--- src/rtl/clap_pkg.sv ---
// Shared amplitude-bus definitions for the clap synthesizer and clap detector.
package clap_pkg;
  localparam int AMP_W = 9;
  localparam logic [AMP_W-1:0] AMP_CENTER = 9'd256;

  typedef enum logic [1:0] {IDLE, BURST, GAP} state_t;
endpackage

--- src/rtl/clap_tick_gen.sv ---
// Down-counting divider: one-cycle tick every DIV enabled cycles, synchronous clear.
module clap_tick_gen #(
  parameter int DIV        = 2500,
  parameter bit FIRST_TICK = 1'b1  // 1: tick on the first cycle after clear; 0: after DIV cycles
) (
  input  logic M_CLK,
  input  logic rst_ni,
  input  logic clr_i,
  input  logic en_i,
  output logic tick_o
);
  localparam int CW = $clog2(DIV + 1);

  logic [CW-1:0] cnt;

  assign tick_o = en_i && !clr_i && (cnt == '0);

  always_ff @(posedge M_CLK or negedge rst_ni) begin
    if (!rst_ni)
      cnt <= '0;
    else if (clr_i)
      cnt <= FIRST_TICK ? '0 : CW'(DIV - 1);
    else if (en_i)
      cnt <= (cnt == '0) ? CW'(DIV - 1) : cnt - 1'b1;
  end
endmodule

--- src/rtl/clap_synth.sv ---
// Clap-burst generator: decaying, sign-alternating bursts around mid-scale, repeated with a fixed gap.
//   state | meaning
//   IDLE  | output at centre, waiting for a trigger
//   BURST | emitting one sample per divider tick, then closing the burst
//   GAP   | silent spacing between consecutive bursts
module clap_synth
  import clap_pkg::*;
#(
  parameter int SAMPLE_DIV    = 2500,
  parameter int BURST_SAMPLES = 64,
  parameter int PEAK          = 120,
  parameter int DECAY_SHIFT   = 3,
  parameter int GAP_CYCLES    = 300_000
) (
  input  logic             M_CLK,
  input  logic             rst_ni,
  input  logic             trig_i,
  input  logic [2:0]       count_i,
  output logic [AMP_W-1:0] amplitude_o,
  output logic             sample_stb_o,
  output logic             busy_o,
  output logic             done_o
);
  localparam int IDX_W = $clog2(BURST_SAMPLES + 1);

  state_t           state;
  logic [2:0]       remaining;
  logic [7:0]       env;
  logic             sign;
  logic [IDX_W-1:0] idx;

  logic             div_tick;
  logic             gap_tick;
  logic [8:0]       env_dec;
  logic [7:0]       env_nxt;
  logic [AMP_W-1:0] sample;

  // Dividers are held in clear outside their state, so entering a state restarts them.
  clap_tick_gen #(.DIV(SAMPLE_DIV), .FIRST_TICK(1'b1)) u_sample_div (
    .M_CLK  (M_CLK),
    .rst_ni (rst_ni),
    .clr_i  (state != BURST),
    .en_i   (1'b1),
    .tick_o (div_tick)
  );

  clap_tick_gen #(.DIV(GAP_CYCLES), .FIRST_TICK(1'b0)) u_gap_div (
    .M_CLK  (M_CLK),
    .rst_ni (rst_ni),
    .clr_i  (state != GAP),
    .en_i   (1'b1),
    .tick_o (gap_tick)
  );

  assign env_dec = {1'b0, env >> DECAY_SHIFT} + 9'd1;
  assign env_nxt = ({1'b0, env} >= env_dec) ? 8'({1'b0, env} - env_dec) : 8'd0;
  assign sample  = sign ? AMP_CENTER + {1'b0, env} : AMP_CENTER - {1'b0, env};

  always_ff @(posedge M_CLK or negedge rst_ni) begin
    if (!rst_ni) begin
      state        <= IDLE;
      remaining    <= '0;
      env          <= '0;
      sign         <= 1'b0;
      idx          <= '0;
      amplitude_o  <= AMP_CENTER;
      sample_stb_o <= 1'b0;
      busy_o       <= 1'b0;
      done_o       <= 1'b0;
    end else begin
      sample_stb_o <= 1'b0;
      done_o       <= 1'b0;
      case (state)
        IDLE: begin
          busy_o      <= 1'b0;
          amplitude_o <= AMP_CENTER;
          // A trigger in the done cycle belongs to the finished run and is dropped.
          if (trig_i && !done_o) begin
            remaining <= (count_i == 3'd0) ? 3'd1 : count_i;
            env       <= 8'(PEAK);
            sign      <= 1'b1;
            idx       <= '0;
            state     <= BURST;
          end
        end
        BURST: begin
          busy_o <= 1'b1;
          if (div_tick) begin
            if (idx == IDX_W'(BURST_SAMPLES)) begin
              amplitude_o <= AMP_CENTER;
              remaining   <= remaining - 3'd1;
              if (remaining == 3'd1) begin
                state  <= IDLE;
                done_o <= 1'b1;
                busy_o <= 1'b0;
              end else begin
                state <= GAP;
              end
            end else begin
              amplitude_o  <= sample;
              sample_stb_o <= 1'b1;
              sign         <= ~sign;
              env          <= env_nxt;
              idx          <= idx + 1'b1;
            end
          end
        end
        GAP: begin
          busy_o      <= 1'b1;
          amplitude_o <= AMP_CENTER;
          if (gap_tick) begin
            env   <= 8'(PEAK);
            sign  <= 1'b1;
            idx   <= '0;
            state <= BURST;
          end
        end
        default: state <= IDLE;
      endcase
    end
  end
endmodule
--- config.mk ---
export PLATFORM = sky130hd
export DESIGN_NAME = clap_synth
export DESIGN_NICKNAME = d
export VERILOG_FILES = /design/src/rtl/clap_pkg.sv /design/src/rtl/clap_tick_gen.sv /design/src/rtl/clap_synth.sv
export SDC_FILE = /design/constraint.sdc
export NUM_CORES = 1
export LEC_CHECK = 0
export CAP_MARGIN = 30
export CORE_ASPECT_RATIO = 1.25
export CORE_MARGIN = 2
export CORE_UTILIZATION = 50
export DETAILED_ROUTE_END_ITERATION = 8
export GPL_ROUTABILITY_DRIVEN = 0
export PLACE_DENSITY = 0.71
export SETUP_SLACK_MARGIN = 0.15
export SLEW_MARGIN = 20
export SYNTH_ARGS = -nofsm -noshare
export SYNTH_HDL_FRONTEND = slang
export SYNTH_SLANG_ARGS = --single-unit
--- constraint.sdc ---
create_clock -name M_CLK -period 2.71 [get_ports M_CLK]
set_input_delay 0.542 -clock M_CLK [delete_from_list [all_inputs] [get_ports M_CLK]]
set_output_delay 0.542 -clock M_CLK [all_outputs]
set_load 0.01 [all_outputs]
* Word-level counts from Yosys, hierarchy flattened *
Cells that the tools add are included.

word-level totals
  input bits = 6
  logic and storage cells = 96
  register bits = 64
  output and inout port bits = 12

operators by class
  bitwise operators = 1
  add/subtract/negate cells = 8
  multiplexer cells = 46
  eq/ne operators = 11
  reductions and logical operators = 18
  order comparisons = 1

operator list
  cell                   number
  $mux 8                 5
  $mux 19                2
  $mux 7                 4
  $mux 9                 3
  $mux 12                2
  $pmux 8 s3             1
  $pmux 7 s3             1
  $logic_not 19->1       1
  $sub 19x1->19 const B  1
  $pmux 9 s2             1
  $mux 1                 14
  $logic_not 12->1       1
  $mux 3                 4
  $ne 2x2->1 const B     6
  $sub 12x1->12 const B  1
  $mux 2                 5
  $add 9x8->9 const A    1
  $sub 9x8->9 const A    1
  $ge 8x6->1             1
  $reduce_and 4->1       2
  $sub 8x6->8            1
  $add 7x1->7 const B    1
  $eq 7x7->1 const B     1
  $add 5x1->6 const B    1
  18 further kinds       24

* Depth between registers and ports, before layout *
  depth after elaboration = 6
  gate-level depth with buffers = 10
  mapped depth without buffers = 10

* Hierarchy *
From an unflattened synthesis, not the netlist that was laid out.

unflattened totals
  cell total of the unflattened synthesis = 451
  area total of the unflattened synthesis = 4022.6 µm²

modules (own cells, without submodules)
  module                        area an instance (µm²)  cells an instance  instances  sequential area each (µm²)
  clap_synth                    2093.3                  234                1          827.0
  clap_tick_gen (u_gap_div)     1174.9                  134                1          475.5
  clap_tick_gen (u_sample_div)  754.5                   83                 1          300.3

* Worst setup path after synthesis *
OpenSTA, ideal clock, no wires.

  path type = register to register
  start point = register u_gap_div.cnt[9]
  end point = register idx[5]
  library setup time = 0.069 ns
  path buffers = 2
  stages on the path, launching flop included = 9
  period minus slack after synthesis = 2.835 ns
  required time = 2.641 ns
  path slack = -0.125 ns
  data arrival time = 2.766 ns
  cells stage by stage = dfrtp_1 > or4_4 > or4_1 > clkbuf_2 > o31a_1 > a2111o_1 > buf_6 > or4_1 > nand3_1

on the way
  word-level cells in the longest chain between the ends = 4

ends and longest elaborated chain
  element                     line                 text
  start, declared             clap_tick_gen.sv:14  logic [CW-1:0] cnt;
  start signal, assigned      clap_tick_gen.sv:22  cnt <= FIRST_TICK ? '0 : CW'(DIV - 1);
  start signal, assigned      clap_tick_gen.sv:24  cnt <= (cnt == '0) ? CW'(DIV - 1) : cnt - 1'b1;
  $logic_not 19->1            clap_tick_gen.sv:16  assign tick_o = en_i && !clr_i && (cnt == '0);
  $logic_and 1x1->1           clap_tick_gen.sv:16
  $ne 2x2->1 (no line)        --
  $reduce_and 5->1 (no line)  --
  end signal, assigned        clap_synth.sv:104    idx <= idx + 1'b1;
  end, declared               clap_synth.sv:30     logic [IDX_W-1:0] idx;

No other way between the ends.
A chain may end at the register's enable or synchronous reset.

* Worst setup path in the final report *
  start point = register u_gap_div.cnt[12]
  end point = register idx[6]

The elaborated chain is that of the path after synthesis.

==> tab_implementation.tex <==
\begin{tabular}{lr}
\hline
Metric & Value \\
\hline
\multicolumn{2}{l}{\textbf{Synth}} \\
\quad Distinct cell type count after synthesis & 54 \\
\quad Total standard cell area after synthesis & 0.003625 sq mm \\
\quad Adder-cell share of the synthesized area & 0.07801 \\
\quad Total nets after synthesis & 419 \\
\quad Number of warnings issued by yosys & 0 \\
\quad Flop and latch count out of synthesis & 64 \\
\quad Proportion of synthesized flip-flops having asynchronous set or reset & 1.000 \\
\quad Share of synthesized area spent on multiplexers & 0.008630 \\
\quad Syn Area/Cell & 9.270 sq um \\
\quad Area fraction in compound gates after synthesis & 0.1374 \\
\quad Count of flip-flops with a built-in enable after synthesis & 0 \\
\quad Sequential fraction of the synthesis area & 0.4422 \\
\quad Xor and xnor fraction of the mapped netlist area & 0.07732 \\
\quad Share of synthesized cell area in and, or, nand and nor gates & 0.2175 \\
\quad Largest family of logic cells by synthesized area & simple AND/OR/NAND/NOR gates \\
\quad Commonest register cell after synthesis & sky130\_fd\_sc\_hd\_\_dfrtp\_1 \\
\quad Gate count after technology mapping & 391 \\
\multicolumn{2}{l}{\textbf{Power and ir drop}} \\
\quad Pwr/cell area & 419.3 mW/mm\^{}2 \\
\quad Leakage power summed over all cells & 0.001856 uW \\
\quad Worst voltage drop across the vdd grid & 0.3597 mV \\
\multicolumn{2}{l}{\textbf{Timing}} \\
\quad Final count of pins violating max slew & 0 \\
\quad Remaining max-slew budget at the tightest pin & 0.6408 \\
\quad Slew at the pin with the worst max-slew slack & 534.7 ps \\
\quad Clock skew & 6.101 ps \\
\quad Final hold violation count & 0 \\
\quad Worst slack on hold paths & 202.7 ps \\
\quad Post-layout minimum cycle time & 2610 ps \\
\quad Max Fclk & 0.3832 GHz \\
\quad Share of the clock period used by the worst path after layout & 0.9630 \\
\quad Setup Viol. Count Final & 0 \\
\quad Unrepaired setup endpoints after global routing & yes \\
\multicolumn{2}{l}{\textbf{Setup path}} \\
\quad Worst reg-to-reg setup slack & 100 ps \\
\quad Library cell contributing the largest single delay on the critical path & sky130\_fd\_sc\_hd\_\_or4\_4 \\
\quad Kind of end point of the critical path & flip-flop \\
\quad Crit path largest cell delay & 540 ps \\
\quad Reg2Reg Capture Point & idx[6] \\
\quad Origin of the critical flop-to-flop path & u\_gap\_div.cnt[12] \\
\quad Worst setup path start & u\_gap\_div.cnt[12] \\
\quad Timing endpoint of the critical path & idx[6] \\
\quad Crit-path cells & or4\_4 -> or4\_4 -> o31a\_1 -> a2111o\_1 -> or4b\_1 -> nand3\_1 \\
\quad Most common cell type on the critical path & sky130\_fd\_sc\_hd\_\_or4\_4 \\
\quad Setup Crit Path Kind & flip-flop to flip-flop \\
\quad Signal arrival time at the worst endpoint & 2890 ps \\
\quad Worst Reg2Reg Path Length in Cells & 6 \\
\quad Maximum fanout along the worst path & 5 \\
\quad Launching element type of the critical path & flip-flop \\
\quad Critical path required time & 2990 ps \\
\multicolumn{2}{l}{\textbf{Status}} \\
\quad Outcome & finished clean \\
\multicolumn{2}{l}{\textbf{Global routing}} \\
\quad Overall overflow remaining after global route & 0 \\
\quad Vias in the first global route & 2966 \\
\quad Largest net degree at the start of global routing & 65 \\
\quad Number of antenna violations at the first check in global routing & 0 \\
\quad Total global routing track utilization & 0.2122 \\
\quad First-pass GRT wire length & 13340 microns \\
\multicolumn{2}{l}{\textbf{Job}} \\
\quad Max-Cap Viols & 0 \\
\multicolumn{2}{l}{\textbf{Drt}} \\
\quad Detailed Routing Iterations Pass 1 & 4 \\
\quad Detailed-route DRC error count & 0 \\
\quad Final ANT Viol Nets & 0 \\
\quad Routed wire per std cell & 14.95 microns \\
\quad Initial detailed-routing violation count & 162 \\
\quad Post-Route WL & 7924 microns \\
\quad Number of vias per cell after detailed routing & 5.585 \\
\quad Total via count after detailed routing & 2960 \\
\multicolumn{2}{l}{\textbf{Clocking}} \\
\quad Maximum number of buffers from clock root to sink & 2 \\
\quad Number of sinks on the clock net & 64 \\
\quad Clock buffers created by TritonCTS & 9 \\
\quad Clk Tree Root Cell & sky130\_fd\_sc\_hd\_\_clkbuf\_8 \\
\quad Clk\_lat worst skew & 340 ps \\
\quad Clock transition at the registers of the reported paths & 70 ps \\
\quad Depth of the CTS H-tree & 3 \\
\quad Clock tree from TritonCTS & done \\
\multicolumn{2}{l}{\textbf{Layout}} \\
\quad Inserted Diodes & 0 \\
\quad Most common library cell in the layout ignoring fill and taps & sky130\_fd\_sc\_hd\_\_dfrtp\_1 \\
\quad Fin util & 0.6325 \\
\quad Fillers & 621 \\
\quad Layout area overhead & 21.75\% \\
\quad Nets@finish & 464 \\
\quad Share of post-route cells with drive strength above 1 & 0.1591 \\
\quad Leading cell types in the layout, fill and taps excluded & sky130\_fd\_sc\_hd\_\_dfrtp\_1, sky130\_fd\_sc\_hd\_\_nand2\_1, sky130\_fd\_sc\_hd\_\_nor2\_1, sky130\_fd\_sc\_hd\_\_buf\_4, sky130\_fd\_sc\_hd\_\_xnor2\_1 \\
\multicolumn{2}{l}{\textbf{Placed design}} \\
\quad Sum of net half-perimeters after detailed placement & 5501 microns \\
\quad IO buf count & 17 \\
\multicolumn{2}{l}{\textbf{Min path}} \\
\quad Min-Delay Path Class & primary input to async pin \\
\multicolumn{2}{l}{\textbf{Floorplanning}} \\
\quad Die area & 0.007951 sq mm \\
\quad Row cnt & 34 \\
\quad Initial core utilization & 0.5195 \\
\quad Core ar. & 0.006977 sq mm \\
\quad Top-level I/O count & 18 \\
\quad Die Span Y & 99.20 microns \\
\quad Die X & 80.16 microns \\
\hline
\end{tabular}
[flip-flops by register name (all words and copies together), names as in the netlist]
signal,flops
sample_stb_o,1
idx,7
busy_o,1
sign,1
u_sample_div.cnt,12
remaining,3
u_gap_div.cnt,19
done_o,1
amplitude_o,9
state,2
env,8
[logic make-up after synthesis]
group,after synthesis
AO/OA/AOI/OAI,76
XOR/XNOR,32
adder cells (fa/ha/maj),22
buffers and inverters,35
flip-flops,64
multiplexers,3
AND/OR/NAND/NOR,159
[cell usage after synthesis, types with 3 or more instances]
cell	number	share of area
sky130_fd_sc_hd__or3_1	3	0.0052
sky130_fd_sc_hd__nand4b_1	3	0.0073
sky130_fd_sc_hd__o21ai_0	26	0.036
sky130_fd_sc_hd__or4_1	4	0.0083
sky130_fd_sc_hd__xor2_1	6	0.014
sky130_fd_sc_hd__nor4_1	6	0.010
sky130_fd_sc_hd__nor2_1	36	0.037
sky130_fd_sc_hd__nand3b_1	3	0.0062
sky130_fd_sc_hd__dfrtp_1	63	0.43
sky130_fd_sc_hd__o31a_1	4	0.0097
sky130_fd_sc_hd__nor3_1	12	0.017
sky130_fd_sc_hd__a31oi_1	3	0.0052
sky130_fd_sc_hd__ha_1	21	0.072
sky130_fd_sc_hd__a211oi_1	3	0.0062
sky130_fd_sc_hd__inv_1	19	0.020
sky130_fd_sc_hd__and3_1	5	0.0086
sky130_fd_sc_hd__clkbuf_1	13	0.013
sky130_fd_sc_hd__o211ai_1	4	0.0083
sky130_fd_sc_hd__nand2_1	49	0.051
sky130_fd_sc_hd__nor2b_1	6	0.010
sky130_fd_sc_hd__o31ai_1	5	0.010
sky130_fd_sc_hd__a21oi_1	16	0.022
sky130_fd_sc_hd__nand2b_1	6	0.010
sky130_fd_sc_hd__nand3_1	15	0.021
sky130_fd_sc_hd__xnor2_1	26	0.063
[through the flow]
stage | instance area [sq um] | instances | setup TNS (ps) | setup slack [ps] | total power (uW)
3_3_place_gp | 4069 | 510 | 0 | 62.96 | 1003
5_1_grt | 4413 | 530 | -41.88 | -41.88 | 1908
4_1_cts | 4320 | 529 | 0 | 73.06 | 1866
3_5_place_dp | 4069 | 510 | 0 | 18.64 | 1004
6_report | 4413 | 530 | 0 | 100.3 | 1850
2_1_floorplan | 3643 | 391 | -102.0 | -88.88 | 973.9
[critical path, delay by kind of cell (launching register included)]
kind            cells  cell delay, ps
flops               1             370
compound gates      2             640
simple gates        4            1540
[worst min path at each step]
stage                              start             endpoint  slack (ps)
after global placement    amplitude_o[8]       amplitude_o[8]         460
after detailed placement  amplitude_o[8]       amplitude_o[8]         460
final                             rst_ni  u_sample_div.cnt[2]         200
after floorplan                   rst_ni       amplitude_o[0]         250
after CTS                         rst_ni  u_sample_div.cnt[2]         210
after global routing              rst_ni  u_sample_div.cnt[3]         240
[where the power goes]
group | leakage (uW) | internal, uW | switching (uW)
combinational | 0.00105 | 8.86 | 20.5
clock | 0.000103 | 510 | 355
sequential | 0.000703 | 955 | 0
total | 0.00186 | 1470 | 376
[per-layer routing]
metal  wire length, microns  part of all wire  global-route usage  vias to the layer above
met5                      0                 0                   0                        -
li1                       -                 -                   -                     1464
met3                    142             0.018             0.03630                       14
met1                   3662              0.46              0.2738                     1463
met2                   3974              0.50              0.3513                       19
met4                    144             0.018             0.08866                        0
[layout make-up]
cell class | count | area [sq um] | area share
inverter | 19 | 71.32 | 0.01616
clock inverter | 4 | 70.07 | 0.01588
sequential | 64 | 1603 | 0.3632
timing repair buffer | 50 | 440.4 | 0.09980
multi-input combinational | 292 | 1984 | 0.4497
clock buffer | 11 | 131.4 | 0.02977
tap | 90 | 112.6 | 0.02552
[repair_timing]
| action | 4_1_cts | 5_1_grt |
|---|---|---|
| hold buffers | 0 | 0 |
| setup buffers | 4 | 1 |
| pin swaps | 6 | 5 |
| endpoints found under the setup margin | 15 | 25 |
| resized for setup | 5 | 21 |
(Power assumes the default switching activity.)
